File: config.mk
export PLATFORM = sky130hd
export DESIGN_NAME = multiplexador_varredura
export DESIGN_NICKNAME = d
export VERILOG_FILES = /design/src/rtl/multiplexador_varredura.sv
export SDC_FILE = /design/constraint.sdc
export NUM_CORES = 1
export LEC_CHECK = 0
export CAP_MARGIN = 0
export CORE_MARGIN = 3
export CORE_UTILIZATION = 54
export CTS_CLUSTER_SIZE = 10
export DETAILED_ROUTE_END_ITERATION = 8
export GPL_ROUTABILITY_DRIVEN = 0
export PLACE_DENSITY = 0.88
export SLEW_MARGIN = 5
export SYNTH_ARGS = -nofsm -noshare
export SYNTH_HDL_FRONTEND = slang
export SYNTH_SLANG_ARGS = --single-unit
File: constraint.sdc
create_clock -name clk -period 6.25 [get_ports clk]
set_input_delay 1.25 -clock clk [delete_from_list [all_inputs] [get_ports clk]]
set_output_delay 1.25 -clock clk [all_outputs]
set_load 0.01 [all_outputs]
File: src/rtl/multiplexador_varredura.sv
// rtl/multiplexador_varredura.sv - registered N-channel selector with manual, scan, priority and hold modes
module multiplexador_varredura #(
    parameter int N_CANAIS = 8,
    parameter int LARGURA  = 4,
    parameter int DWELL    = 4,
    localparam int SEL_W   = $clog2(N_CANAIS)
) (
    input  logic                        clk,
    input  logic                        rst_n,
    input  logic [N_CANAIS*LARGURA-1:0] entradas,
    input  logic [SEL_W-1:0]            sel,
    input  logic [1:0]                  modo,
    input  logic [N_CANAIS-1:0]         habilita,
    output logic [LARGURA-1:0]          saida,
    output logic [SEL_W-1:0]            origem,
    output logic                        valida,
    output logic                        troca
);

    // A dwell of one cycle still needs a one-bit counter that is always at its terminal value
    localparam int CNT_W = (DWELL > 1) ? $clog2(DWELL) : 1;

    typedef enum logic [1:0] {
        MANUAL = 2'b00,
        VARRE  = 2'b01,
        PRIOR  = 2'b10,
        PAUSA  = 2'b11
    } modo_t;

    logic [LARGURA-1:0] canal [N_CANAIS];
    logic [CNT_W-1:0]   cnt;
    logic [CNT_W-1:0]   cnt_nxt;
    logic [SEL_W-1:0]   nxt;
    logic               v;
    logic [SEL_W-1:0]   prox_varre;
    logic [SEL_W-1:0]   idx;
    logic               achou_varre;
    logic [SEL_W-1:0]   prox_prio;
    logic               achou_prio;

    for (genvar g = 0; g < N_CANAIS; g++) begin : g_canal
        assign canal[g] = entradas[g*LARGURA +: LARGURA];
    end

    // Circular search for the first enabled channel after origem; origem itself is tried last
    always_comb begin
        prox_varre  = origem;
        achou_varre = 1'b0;
        idx         = origem;
        for (int k = 1; k <= N_CANAIS; k++) begin
            idx = SEL_W'((int'(origem) + k) % N_CANAIS);
            if (!achou_varre && habilita[idx]) begin
                prox_varre  = idx;
                achou_varre = 1'b1;
            end
        end
    end

    // Lowest enabled channel carrying nonzero data; descending loop so the lowest index wins
    always_comb begin
        prox_prio  = origem;
        achou_prio = 1'b0;
        for (int i = N_CANAIS - 1; i >= 0; i--) begin
            if (habilita[i] && (canal[i] != '0)) begin
                prox_prio  = SEL_W'(i);
                achou_prio = 1'b1;
            end
        end
    end

    // Next origin, validity and dwell count; the counter clears in every mode other than scan
    always_comb begin
        nxt     = origem;
        v       = 1'b0;
        cnt_nxt = '0;
        case (modo_t'(modo))
            MANUAL: begin
                if (int'(sel) < N_CANAIS) begin
                    nxt = sel;
                    v   = habilita[sel];
                end
            end
            VARRE: begin
                if (cnt == CNT_W'(DWELL - 1)) begin
                    cnt_nxt = '0;
                    if (achou_varre) begin
                        nxt = prox_varre;
                    end
                end else begin
                    cnt_nxt = cnt + 1'b1;
                end
                v = habilita[nxt];
            end
            PRIOR: begin
                if (achou_prio) begin
                    nxt = prox_prio;
                    v   = 1'b1;
                end
            end
            default: begin
                nxt = origem;
                v   = 1'b0;
            end
        endcase
    end

    // Output registers; hold freezes data, origin and valid but still drops the change pulse
    always_ff @(posedge clk or negedge rst_n) begin
        if (!rst_n) begin
            saida  <= '0;
            origem <= '0;
            valida <= 1'b0;
            troca  <= 1'b0;
            cnt    <= '0;
        end else begin
            cnt <= cnt_nxt;
            if (modo_t'(modo) != PAUSA) begin
                origem <= nxt;
                saida  <= v ? canal[nxt] : '0;
                valida <= v;
                troca  <= (nxt != origem);
            end else begin
                troca <= 1'b0;
            end
        end
    end

endmodule

==> impl_metrics.ini, run 1 <==
[critical_path]
crit_path_max_incr_delay_ns = 0.73
cp.arrival_ns = 5.05
required_ns = 6.36
crit_slowest_cell = ha_1
path_max_fanout = 12
cpLargestDelayFamily = multiplexers
critical_path.cell_chain = inv_1, ha_1, mux4_2, mux2_2, a21o_1, a211oi_1, a211o_4, a22o_1, mux4_1, mux2i_1, o21ai_1
crit_buf_inv = 1
r2r_slack_ns = 1.32
start_kind = flop
critPathKind = flop to flop
end_kind = flop

[detailed_routing]
avgRoutedWirePerCell_um = 20.2
vias = 2247
drt_pass1_iterations = 5
dr.first_iter.drc_count = 191
totalWireLength_mm = 6.45
drc = 0
viasPerCell = 7.04
ant_nets = 0

[final_layout]
diodes = 0
multi_input_area_um2 = 1670
fillers = 279
nets = 322
layout-drive-gt1-share = 0.103
area_growth_pct = 24.5
seq_area_um2 = 275

[yosys]
synth_ff_type = dfrtp_1
synth-edff-count = 0
ys_warn_count = 0
synth_seq_area_share = 0.129
syn_nets = 274
async_flop_share = 1.00
synthDistinctLibCells = 61
netlist_instances = 224
synth-seq-cells = 11
postSynthAreaPerCell_um2 = 9.50
syn_area_um2 = 2130

[timing]
slew_headroom = 0.569
finalSetupViolations = 0
fmax_mhz = 203
hold_viol = 0
period_needed_ns = 4.93
rsz0062_at_grt = false
fin_setup_tns_ns = 0
drv_slew = 0
worst_pin_slew_ns = 0.647
setup_slack_ns = 1.32
final.setup_skew_ns = 0.00448
fin_crit_sh = 0.790

[status]
status = completed

[clock_tree]
clock_sinks = 11
cts_buffer_depth = 2
clock-root-buffer = clkbuf_8
clk_pin_slew_ns = 0.05
cts_buffers = 3
cts_hold_buf = 0
h-tree-depth = 1
tritoncts = done
cts_setup_buffers = 0
postCtsResizedCells = 0
insertion_delay_ns = 0.24

[grt]
grt_max_degree = 27
grt_overflow_total = 0
antenna_found_initial = 0
first_global_vias = 2091
grt_util_all_layers = 0.282
grt_pass1_wl_mm = 9.98

[floorplan]
die_w_um = 68.8
dieArea_um2 = 4730
initial_core_util = 0.569
std_cell_rows = 22
fp.dieH_um = 68.8
ios = 56
core-area_um2 = 3740

[power_and_ir_drop]
p_clk_frac = 0.130
ir_drop_v = 0.000128
seqPwrFrac = 0.175
combPwrFrac = 0.695
p_leak_nw = 1.02
p_int_uw = 305
p_per_area_nw_per_um2 = 201
p_sw_frac = 0.428
power.switching_uw = 228

[worst_hold_path]
hp-class = flop to flop

[run]
cap_violations = 0

[place]
dpl.hpwl_mm = 5.13
dp_slack_ns = 1.22
port_buffers = 55
[path summary, 6_finish.rpt]
path | start | to | cells past startpoint
setup / recovery | origem[1] | saida[2] | 11
hold / removal | cnt[0] | cnt[0] | 1
setup reg to reg | origem[1] | saida[2] | 11
hold reg to reg | cnt[0] | cnt[0] | 1
max in group asynchronous | rst_n | origem[1] | 1
min in group asynchronous | rst_n | saida[0] | 1
[cell families after synthesis]
logic type	Yosys count	share of synthesized area
simple gates	64	0.139
fa+ha+maj	3	0.0176
compound gates	74	0.268
xor+xnor	6	0.0282
mux	43	0.334
flops	11	0.129
buf+inv	23	0.0841
[synthesized netlist by cell type (4+ instances only)]
master	number	area, µm²
a211oi_1	7	52.6
buf_6	4	45.0
nor2b_1	4	25.0
xnor2_1	4	35.0
mux4_1	7	184
o21ai_0	8	40.0
o41ai_1	5	43.8
mux2i_1	17	170
nand3_1	6	30.0
mux4_2	12	270
nand2_1	20	75.1
clkbuf_8	4	55.1
o21ai_1	5	25.0
a21oi_1	9	45.0
nor3_1	6	30.0
dfrtp_1	11	275
inv_1	10	37.5
a2111oi_0	4	35.0
a31oi_1	5	31.3
nor2_1	19	71.3
[cells in the final DEF (no fill, tap or decap), types with 2 or more instances in the layout]
cell / instances
a21oi_1: 9
mux4_2: 12
a211oi_1: 7
nor3_1: 6
o41a_1: 2
nand3_1: 6
inv_1: 10
mux2_1: 3
o211ai_1: 3
mux2_4: 2
nor2_1: 19
o21ai_1: 5
dfrtp_1: 11
mux2_2: 2
xnor2_1: 4
o21ai_0: 8
ha_1: 3
nand4_1: 2
o41ai_1: 5
mux4_1: 7
o2111ai_1: 2
a2111oi_0: 4
clkdlybuf4s50_1: 55
a21o_1: 3
a21boi_0: 2
mux2i_1: 17
nor2b_1: 4
nand2_1: 20
clkbuf_8: 3
a31oi_1: 5
o22ai_1: 2
[flip-flops by register name (all words and copies together), names as in the netlist]
signal and cells:
troca 1, saida 4, origem 3, cnt 2, valida 1
[metrics by stage]
step           instances  hold WS (ns)  utilization  instance area (µm²)  power (mW)
6_report             319         0.436        0.708                 2650       0.533
5_1_grt              319         0.467        0.708                 2650       0.572
4_1_cts              319         0.439        0.708                 2650       0.528
3_5_place_dp         315         0.433        0.696                 2610       0.457
3_3_place_gp         315         0.432        0.696                 2610       0.447
2_1_floorplan        224         0.415            -                 2130       0.363
[power by group through the flow]
stage / Sequential [mW] / Clock, mW / Combinational (mW)
detailed placement: 0.0944 / 0 / 0.363
CTS: 0.0932 / 0.0709 / 0.364
global route: 0.0953 / 0.0755 / 0.401
floorplan: 0.0945 / 0 / 0.269
finish: 0.0933 / 0.0693 / 0.370
global placement: 0.0938 / 0 / 0.353
[area by class of cell]
cell class / count / share of cell area
inverters: 10 / 0.0142
flip-flops and latches: 11 / 0.104
well taps: 48 / 0.0227
repair buffers: 56 / 0.211
multi-input cells: 190 / 0.632
clock buffers: 4 / 0.0170
[layer usage]
layer | vias up | wire length, µm | global-route usage
met3 | 21 | 668 | 0.0243
met1 | 1057 | 2530 | 0.395
met4 | 0 | 181 | 0.0949
li1 | 1002 | - | -
met5 | - | 0 | 0
met2 | 167 | 3070 | 0.458
Note: power is estimated with default switching activity, not from simulation.
==> run 2: changes to the inputs <==
CORE_UTILIZATION = 50   (was 54)
PLACE_DENSITY = 0.82   (was 0.88)
clock period = 4.73 ns   (was 6.25 ns; I/O delays follow)
==> run 2 against run 1 <==
Against the previous run:
- routed wire length shrank 2.9%
- critical path depth down 1
- global-route usage shrank 3.7 points
- combinational power rose by 37%
- register-to-register slack got worse by 0.77 ns
- sequential power rose by 30%
- cell count increased by 5.0%
- clock skew fell by 0.0040 ns
- core utilization fell by 2.8 points
- count of clock-buffer cells in the layout stayed put
- clock power is 33% higher
- power increased by 35%
- largest cell class unchanged
- largest power group unchanged
==> impl_metrics.ini, run 2 (synthesized netlist as in run 1, its figures left out) <==
[clock_tree]
tritoncts = done
h-tree-depth = 1
insertion_delay_ns = 0.24
cts_hold_buf = 0
cts_buffer_depth = 2
cts_buffers = 3
clock-root-buffer = clkbuf_8
clock_sinks = 11
postCtsResizedCells = 0
cts_setup_buffers = 0
clk_pin_slew_ns = 0.05

[grt]
grt_pass1_wl_mm = 10.1
antenna_found_initial = 0
grt_max_degree = 26
grt_util_all_layers = 0.246
grt_overflow_total = 0
first_global_vias = 2060

[worst_hold_path]
hp-class = flop to flop

[timing]
rsz0062_at_grt = false
worst_pin_slew_ns = 0.680
finalSetupViolations = 0
fin_setup_tns_ns = 0
period_needed_ns = 4.38
slew_headroom = 0.547
drv_slew = 0
hold_viol = 0
fmax_mhz = 228
whs_ns = 0.445
final.setup_skew_ns = 0.000443
fin_crit_sh = 0.927

[floorplan]
ios = 56
dieArea_um2 = 5080
core-area_um2 = 4060
std_cell_rows = 23
initial_core_util = 0.525
fp.dieH_um = 71.2
die_w_um = 71.2

[final_layout]
nets = 336
design_area_um2 = 2760
final_common_cell = clkdlybuf4s50_1
largest_reg_flops = 4
fin_util = 0.680
layout-drive-gt1-share = 0.147
largest-register = saida
reg_top3 = saida x4, origem x3, cnt x2
area_growth_pct = 29.6
diodes = 0
layout_common_cells = 55 x clkdlybuf4s50_1, 20 x nand2_1, 19 x nor2_1, 17 x mux2i_1, 15 x buf_4
fillers = 329

[critical_path]
cp.arrival_ns = 4.49
path_max_fanout = 9
end_kind = flop
start_kind = input port
critPathKind = input port to flop
required_ns = 4.84

[detailed_routing]
ant_nets = 0
vias = 2217
totalWireLength_mm = 6.26
drc = 0
avgRoutedWirePerCell_um = 18.7
viasPerCell = 6.62
drt_pass1_iterations = 4
dr.first_iter.drc_count = 130

[power_and_ir_drop]
p_per_area_nw_per_um2 = 262
p_total_uw = 721
p_leak_nw = 1.09
ir_drop_v = 0.000142

[place]
port_buffers = 55
placed_cell_area_um2 = 2710
dpl.hpwl_mm = 5.26

[status]
status = completed

[run]
cap_violations = 0
run 2: final timing paths:
kind / from / endpoint / slack, ns / depth (start not counted)
max: habilita[4] / saida[2] / 0.35 / 10
min: cnt[0] / cnt[0] / 0.44 / 1
max reg2reg: origem[0] / saida[2] / 0.55 / 13
min reg2reg: cnt[0] / cnt[0] / 0.44 / 1
max in group asynchronous: rst_n / saida[1] / 3.37 / 1
min in group asynchronous: rst_n / cnt[1] / 1.04 / 1
run 2: critical path, cell delays in order:
cell,delay [ns]
clkdlybuf4s50_1,0.57
mux4_2,0.62
mux2_2,0.33
a21o_1,0.18
a211oi_1,0.40
a211o_4,0.20
a22o_1,0.42
mux4_1,0.61
mux2i_1,0.13
o21ai_1,0.08
run 2: area by class of cell:
type | instances | area (µm²) | area share
Multi-Input combinational cell | 190 | 1670 | 0.607
Timing Repair Buffer | 70 | 663 | 0.240
Sequential cell | 11 | 275 | 0.0998
Tap cell | 50 | 62.6 | 0.0227
Clock buffer | 4 | 45.0 | 0.0163
Inverter | 10 | 37.5 | 0.0136
run 2: per-stage QoR:
| step | setup WS, ns | cells |
|---|---|---|
| final | 0.348 | 335 |
| after global routing | 0.0784 | 335 |
| after CTS | 0.375 | 335 |
| after detailed placement | 0.123 | 331 |
| after global placement | 0.199 | 331 |
| after floorplan | 0.682 | 224 |
run 2: power breakdown:
part,switching (mW),internal (mW),total [mW]
Combinational,0.256,0.252,0.508
Sequential,0.0118,0.109,0.121
Clock,0.0332,0.0590,0.0922
run 2: per-layer routing:
layer,wire [µm],vias to the layer above,part of all wire,global-route usage
li1,-,1033,-,-
met1,2680,1068,0.43,0.355
met2,3020,109,0.48,0.404
met3,501,7,0.080,0.0154
met4,64,0,0.010,0.0585
met5,0,-,0,0
